===== src/rtl/systolic_feeder_if.sv =====
// systolic_feeder_if: host handshakes, job control and PE-array edge signals of the systolic feeder
interface systolic_feeder_if #(
    parameter int DATA_SIZE = 32,
    parameter int ROWS      = 4,
    parameter int COLS      = 4
);
    logic                      start;
    logic [15:0]               num_vec;
    logic                      busy;
    logic                      done;
    logic                      w_valid;
    logic                      w_ready;
    logic [COLS*DATA_SIZE-1:0] w_data;
    logic                      a_valid;
    logic                      a_ready;
    logic [ROWS*DATA_SIZE-1:0] a_data;
    logic [ROWS-1:0]           arr_enable;
    logic [ROWS-1:0]           arr_ld_weight;
    logic [COLS*DATA_SIZE-1:0] arr_sum_top;
    logic [ROWS*DATA_SIZE-1:0] arr_data_left;
    logic                      vec_issued;

    modport master (
        output start, num_vec, w_valid, w_data, a_valid, a_data,
        input  busy, done, w_ready, a_ready, arr_enable, arr_ld_weight, arr_sum_top, arr_data_left, vec_issued
    );
    modport slave (
        input  start, num_vec, w_valid, w_data, a_valid, a_data,
        output busy, done, w_ready, a_ready, arr_enable, arr_ld_weight, arr_sum_top, arr_data_left, vec_issued
    );
endinterface


===== src/rtl/systolic_feeder.sv =====
// systolic_feeder: buffers weights, bursts them down the columns, then streams row-skewed activations; SYSTOLIC_FEEDER_WREUSE_EN adds keep_weights
module systolic_feeder #(
    parameter int DATA_SIZE  = 32,
    parameter int ROWS       = 4,
    parameter int COLS       = 4,
    parameter int PE_LATENCY = 4
) (
    input logic clk,
    input logic reset,
    systolic_feeder_if.slave f
`ifdef SYSTOLIC_FEEDER_WREUSE_EN
    , input logic keep_weights
`endif
);
    localparam int DRAIN_LEN = (ROWS - 1) + PE_LATENCY * (ROWS + COLS);
    localparam int WW = COLS * DATA_SIZE;
    localparam int IW = $clog2(ROWS);

    typedef enum logic [2:0] {IDLE, W_FILL, W_LOAD, STREAM, DRAIN, DONE} state_t;

    state_t              state, nxt;
    logic [31:0]         cnt, cnt_nxt;
    logic [15:0]         nv;
    logic [ROWS-1:0][WW-1:0] wbuf;
    logic [IW-1:0]       rd_idx;
    logic [WW-1:0]       load_row;
    logic                accept;
    logic                reuse;
    logic [ROWS-1:0][DATA_SIZE-1:0] left;

`ifdef SYSTOLIC_FEEDER_WREUSE_EN
    assign reuse = keep_weights;
`else
    assign reuse = 1'b0;
`endif

    assign f.busy    = state != IDLE;
    assign f.done    = state == DONE;
    assign f.w_ready = state == W_FILL;
    assign f.a_ready = state == STREAM;
    assign accept    = f.a_ready && f.a_valid;

    // The burst's first row is the beat being accepted; later rows come from the buffer
    assign rd_idx   = (state == W_LOAD && cnt < 32'(ROWS - 1)) ? IW'(32'(ROWS - 2) - cnt) : '0;
    assign load_row = state == W_LOAD ? wbuf[rd_idx] : f.w_data;

    always_comb begin
        nxt     = state;
        cnt_nxt = cnt;
        case (state)
            IDLE: if (f.start) begin
                nxt     = reuse ? (f.num_vec == 16'd0 ? DRAIN : STREAM) : W_FILL;
                cnt_nxt = '0;
            end
            W_FILL: if (f.w_valid) begin
                cnt_nxt = cnt == 32'(ROWS - 1) ? '0 : cnt + 1;
                nxt     = cnt == 32'(ROWS - 1) ? W_LOAD : W_FILL;
            end
            W_LOAD: begin
                cnt_nxt = cnt == 32'(ROWS - 1) ? '0 : cnt + 1;
                nxt     = cnt == 32'(ROWS - 1) ? (nv == 16'd0 ? DRAIN : STREAM) : W_LOAD;
            end
            STREAM: if (f.a_valid) begin
                cnt_nxt = cnt + 1 == {16'd0, nv} ? '0 : cnt + 1;
                nxt     = cnt + 1 == {16'd0, nv} ? DRAIN : STREAM;
            end
            DRAIN: begin
                cnt_nxt = cnt == 32'(DRAIN_LEN - 1) ? '0 : cnt + 1;
                nxt     = cnt == 32'(DRAIN_LEN - 1) ? DONE : DRAIN;
            end
            DONE: begin
                nxt     = IDLE;
                cnt_nxt = '0;
            end
            default: nxt = IDLE;
        endcase
    end

    always_ff @(posedge clk) begin
        if (reset) begin
            state           <= IDLE;
            cnt             <= '0;
            nv              <= '0;
            f.arr_enable    <= '0;
            f.arr_ld_weight <= '0;
            f.arr_sum_top   <= '0;
            f.vec_issued    <= 1'b0;
        end else begin
            state           <= nxt;
            cnt             <= cnt_nxt;
            if (state == IDLE && f.start) nv <= f.num_vec;
            if (state == W_FILL && f.w_valid) wbuf[cnt[IW-1:0]] <= f.w_data;
            f.arr_enable    <= (nxt == IDLE || nxt == W_FILL) ? '0 : '1;
            f.arr_ld_weight <= nxt == W_LOAD ? '1 : '0;
            f.arr_sum_top   <= nxt == W_LOAD ? load_row : '0;
            f.vec_issued    <= accept;
        end
    end

    // Row r sees the issued slice after r+1 register stages
    for (genvar r = 0; r < ROWS; r++) begin : g_row
        logic [DATA_SIZE-1:0] sr [0:r];
        always_ff @(posedge clk) begin
            if (reset) sr <= '{default: '0};
            else begin
                sr[0] <= accept ? f.a_data[r*DATA_SIZE +: DATA_SIZE] : '0;
                for (int i = 1; i <= r; i++) sr[i] <= sr[i-1];
            end
        end
        assign left[r] = sr[r];
    end

    assign f.arr_data_left = left;
endmodule


===== src/flat_wrapper.sv =====
// flat-port wrapper written by rule: the top's interface ports become plain ports
module systolic_feeder_flat 
#(
    parameter int DATA_SIZE  = 32,
    parameter int ROWS       = 4,
    parameter int COLS       = 4,
    parameter int PE_LATENCY = 4
)
  (clk, reset, f_start, f_num_vec, f_w_valid, f_w_data, f_a_valid, f_a_data, f_busy, f_done, f_w_ready, f_a_ready, f_arr_enable, f_arr_ld_weight, f_arr_sum_top, f_arr_data_left, f_vec_issued);
  systolic_feeder_if #(.DATA_SIZE(DATA_SIZE), .ROWS(ROWS), .COLS(COLS)) f_i ();
  input logic clk;
  input logic reset;
  input wire logic [$bits(f_i.start)-1:0] f_start;
  input wire logic [$bits(f_i.num_vec)-1:0] f_num_vec;
  input wire logic [$bits(f_i.w_valid)-1:0] f_w_valid;
  input wire logic [$bits(f_i.w_data)-1:0] f_w_data;
  input wire logic [$bits(f_i.a_valid)-1:0] f_a_valid;
  input wire logic [$bits(f_i.a_data)-1:0] f_a_data;
  output wire logic [$bits(f_i.busy)-1:0] f_busy;
  output wire logic [$bits(f_i.done)-1:0] f_done;
  output wire logic [$bits(f_i.w_ready)-1:0] f_w_ready;
  output wire logic [$bits(f_i.a_ready)-1:0] f_a_ready;
  output wire logic [$bits(f_i.arr_enable)-1:0] f_arr_enable;
  output wire logic [$bits(f_i.arr_ld_weight)-1:0] f_arr_ld_weight;
  output wire logic [$bits(f_i.arr_sum_top)-1:0] f_arr_sum_top;
  output wire logic [$bits(f_i.arr_data_left)-1:0] f_arr_data_left;
  output wire logic [$bits(f_i.vec_issued)-1:0] f_vec_issued;
  assign f_i.start = f_start;
  assign f_i.num_vec = f_num_vec;
  assign f_i.w_valid = f_w_valid;
  assign f_i.w_data = f_w_data;
  assign f_i.a_valid = f_a_valid;
  assign f_i.a_data = f_a_data;
  assign f_busy = f_i.busy;
  assign f_done = f_i.done;
  assign f_w_ready = f_i.w_ready;
  assign f_a_ready = f_i.a_ready;
  assign f_arr_enable = f_i.arr_enable;
  assign f_arr_ld_weight = f_i.arr_ld_weight;
  assign f_arr_sum_top = f_i.arr_sum_top;
  assign f_arr_data_left = f_i.arr_data_left;
  assign f_vec_issued = f_i.vec_issued;
  systolic_feeder #(.DATA_SIZE(DATA_SIZE), .ROWS(ROWS), .COLS(COLS), .PE_LATENCY(PE_LATENCY)) u_core (.clk(clk), .reset(reset), .f(f_i));
endmodule

===== config.mk =====
export PLATFORM = sky130hd
export DESIGN_NAME = systolic_feeder_flat
export DESIGN_NICKNAME = d
export VERILOG_FILES = /design/src/rtl/systolic_feeder_if.sv /design/src/rtl/systolic_feeder.sv /design/src/flat_wrapper.sv
export SDC_FILE = /design/constraint.sdc
export NUM_CORES = 1
export LEC_CHECK = 0
export ABC_AREA = 0
export CAP_MARGIN = 10
export CORE_MARGIN = 4
export CORE_UTILIZATION = 52
export CTS_CLUSTER_SIZE = 30
export DETAILED_ROUTE_END_ITERATION = 10
export PLACE_DENSITY = 0.86
export SLEW_MARGIN = 40
export SYNTH_ARGS = -nofsm -noshare
export SYNTH_HDL_FRONTEND = slang
export SYNTH_SLANG_ARGS = --single-unit

===== constraint.sdc =====
create_clock -name clk -period 15.4 [get_ports clk]
set_input_delay 1.54 -clock clk [delete_from_list [all_inputs] [get_ports clk]]
set_output_delay 1.54 -clock clk [all_outputs]
set_load 0.02 [all_outputs]

==> metrics.yaml <==
layout-area-overhead-vs-synth_pct: 23.3
cp.arrival_ns: 5.12
yosysTopAreaCell: "edfxtp_1"
combinationalPowerShare_pct: 4.4
synth-main-ff-cell: "edfxtp_1"
synthesis.area_sq_um: 37600
cp_slowest_cell: "buf_6"
fmax_mhz: 216
yosys.cell_types.count: 77
worstPathRequired_ns: 15.90
grt_max_degree: 132
drt_iter0_drc: 2294
chipHeight_microns: 277
power.density_nw_per_um2: 119
ir_drop_uv: 101
critPathTopFamily: "buffers and inverters"
netSwitchingFraction_pct: 21.3
drc: 0
track_usage_pct: 23.3
avgSynthCellArea_sq_um: 12.7
path_class: "flip-flop to flip-flop"
regArea_sq_um: 25400
post-dp-hpwl_mm: 55.7
yosysSeqAreaShare_pct: 67.5
critPathMaxFanout: 95
clock_latency_ns: 0.66
rsz0062_at_grt: "false"
start_util_pct: 52.6
multi_input_area_sq_um: 10500
synth_commonest_cells: "edfxtp_1, dfxtp_1, nor2b_1, clkbuf_1, a21oi_1"
dr.pass1.iters: 6
cts_num_sinks: 1014
placeableCoreArea_sq_um: 71600
ant_nets: 0
place.gp.congestion: 0.886
io_buffers: 545
design_area_sq_um: 46400
switchingPower_mw: 1.18
p_clk_share_pct: 44.0
grt_overflow: 0
drive_above_1_share_pct: 10.1
cts_root_buffer: "clkbuf_16"
setup_tns_ns: 0
yosysWarnings: 0
nets: 3607
crit_buf_inv: 3
wl_met3_mm: 7.81
synth.most_common_cell: "edfxtp_1"
vias: 24900
power_mw: 5.54
clk_pin_slew_ns: 0.06
post-place-ws_ns: 10.74
outcome: "complete, no violations"
ctsResizeCount: 0
synth_edf_count: 512
syn_inst: 2968
endpoint_kind: "flip-flop"
cpMostUsedCell: "buf_6"
synth_top_area_share_pct: 40.8
p_seq_share_pct: 51.6
wl_mm: 93.2
dieArea_sq_um: 76800
layout_worst_path_cycle_share_pct: 30.0
maxCapViolations: 0
yosys-top-cells-area: "edfxtp_1, dfxtp_1, mux2_2"
grt_pass1_vias: 24800
htreeDepth: 3
critPathMaxStageDelay_ns: 0.63
p_int_mw: 4.36
relSlewSlack_pct: 38.6
highest_layer: "met5"
synth_nets: 3249
met1Wirelength_mm: 36.7
finalSetupViolCount: 0
dpl_cell_area_sq_um: 43000
pin_count: 546
finClkSkew_ns: 0.0460
period_needed_ns: 4.62
wl_per_cell_microns: 21.3
die_width_microns: 277
hold_path_class: "flip-flop to flip-flop"
grt_pass1_wl_mm: 143
post_cts_buffers: 0
dr_wl_met2_mm: 46.0
rows: 98
p_leak_nw: 15.7
synth_seq_cells: 1014
cts_buffer_depth: 3
synthArstFlopShare_pct: 0
vias_per_cell: 5.69
numCtsBuffers: 98
setup_ws_ns: 10.78
cp-start-kind: "flip-flop"
worstPathCellList: "nor4_1 -> nand4_1 -> nor3_1 -> nor3b_2 -> buf_6 -> buf_6 -> buf_6 -> nand3b_1 -> o21ai_0 -> a211oi_1 -> a21oi_1 -> nor2_1"
ctsHoldBuffers: 0
worst_pin_slew_ns: 0.914
antenna_found_initial: 11
finalHoldViolCount: 0
final_max_slew_viol_count: 0
fill_cells: 4926
cts_tree: "built"
==> sequential cells by signal, indices dropped and copies added, names as in the netlist <==
signal and count:
u_core.g_row.sr 224, u_core.f.arr_sum_top 128, u_core.f.arr_enable 1, u_core.state 3
u_core.f.vec_issued 1, u_core.f.arr_ld_weight 1, u_core.nv 16, u_core.wbuf 512
u_core.cnt 32, u_core.f.arr_data_left 96
==> power groups by stage <==
stage	registers [mW]	clock network (mW)	logic, mW
2_1_floorplan	2.91	0	0.113
3_3_place_gp	2.92	0	0.225
3_5_place_dp	2.92	0	0.238
4_1_cts	2.86	2.48	0.241
5_1_grt	2.86	2.60	0.261
6_report	2.86	2.44	0.244
==> metal layers <==
layer / vias to the layer above / track usage (%)
met5: - / 0
met4: 8 / 8.16
met3: 172 / 5.29
met2: 1172 / 39.4
met1: 12100 / 29.8
li1: 11400 / -
==> area by class of cell <==
cell class	count	share of cell area [%]
clock inverter	50	1.36
tap	950	2.56
multi-input combinational	1618	22.6
timing repair buffer	579	12.8
antenna	10	0.0539
clock buffer	136	5.80
sequential	1014	54.8
inverter	15	0.121
==> path summary, 6_finish.rpt <==
path,startpoint,endpoint,slack (ns),cells past startpoint
min reg2reg,u_core.g_row[3].sr[63]$_SDFF_PP0_,u_core.f.arr_data_left[127]$_SDFF_PP0_,0.40,1
max,u_core.cnt[17]$_SDFFE_PP0P_,u_core.f.arr_sum_top[42]$_SDFF_PP0_,10.78,12
min,u_core.g_row[3].sr[63]$_SDFF_PP0_,u_core.f.arr_data_left[127]$_SDFF_PP0_,0.40,1
max reg2reg,u_core.cnt[17]$_SDFFE_PP0P_,u_core.f.arr_sum_top[42]$_SDFF_PP0_,10.78,12
==> per-stage QoR <==
| stage | hold WS, ns | utilization [%] | std cells |
|---|---|---|---|
| after floorplan | 0.414 | - | 2968 |
| after global placement | 0.416 | 59.7 | 4164 |
| after detailed placement | 0.420 | 60.1 | 4174 |
| after CTS | 0.410 | 64.7 | 4360 |
| after global routing | 0.421 | 64.8 | 4367 |
| final | 0.401 | 64.8 | 4372 |
==> cell families (layout without fill, tap and decap cells) <==
family | after synthesis | after routing | share of synthesized area, %
AOI/OAI and AO/OA | 632 | 632 | 10.2
xor gates and xnor gates | 26 | 26 | 0.605
adders and majority gates | 4 | 4 | 0.133
buffers and inverters | 336 | 780 | 4.81
DFF | 1014 | 1014 | 67.5
muxes | 133 | 133 | 3.96
other | 0 | 10 | 0
and+or+nand+nor | 823 | 823 | 12.7
==> layout by cell type (no fill, tap or decap), types with 15 or more instances in the layout <==
master           instances
o21ai_0                152
inv_1                   15
nand3b_1               127
nand2_1                 82
clkdlybuf4s50_1        544
clkbuf_16               99
edfxtp_1               512
a211oi_1               129
dfxtp_1                501
and2_1                 134
clkbuf_1                28
a21oi_1                160
nor4_1                  19
mux2_2                 128
o22ai_1                129
nor3_1                  16
nor2b_1                199
nand4_1                 18
nor2_1                 158
xnor2_1                 16
Power figures use the tool's default switching activity.
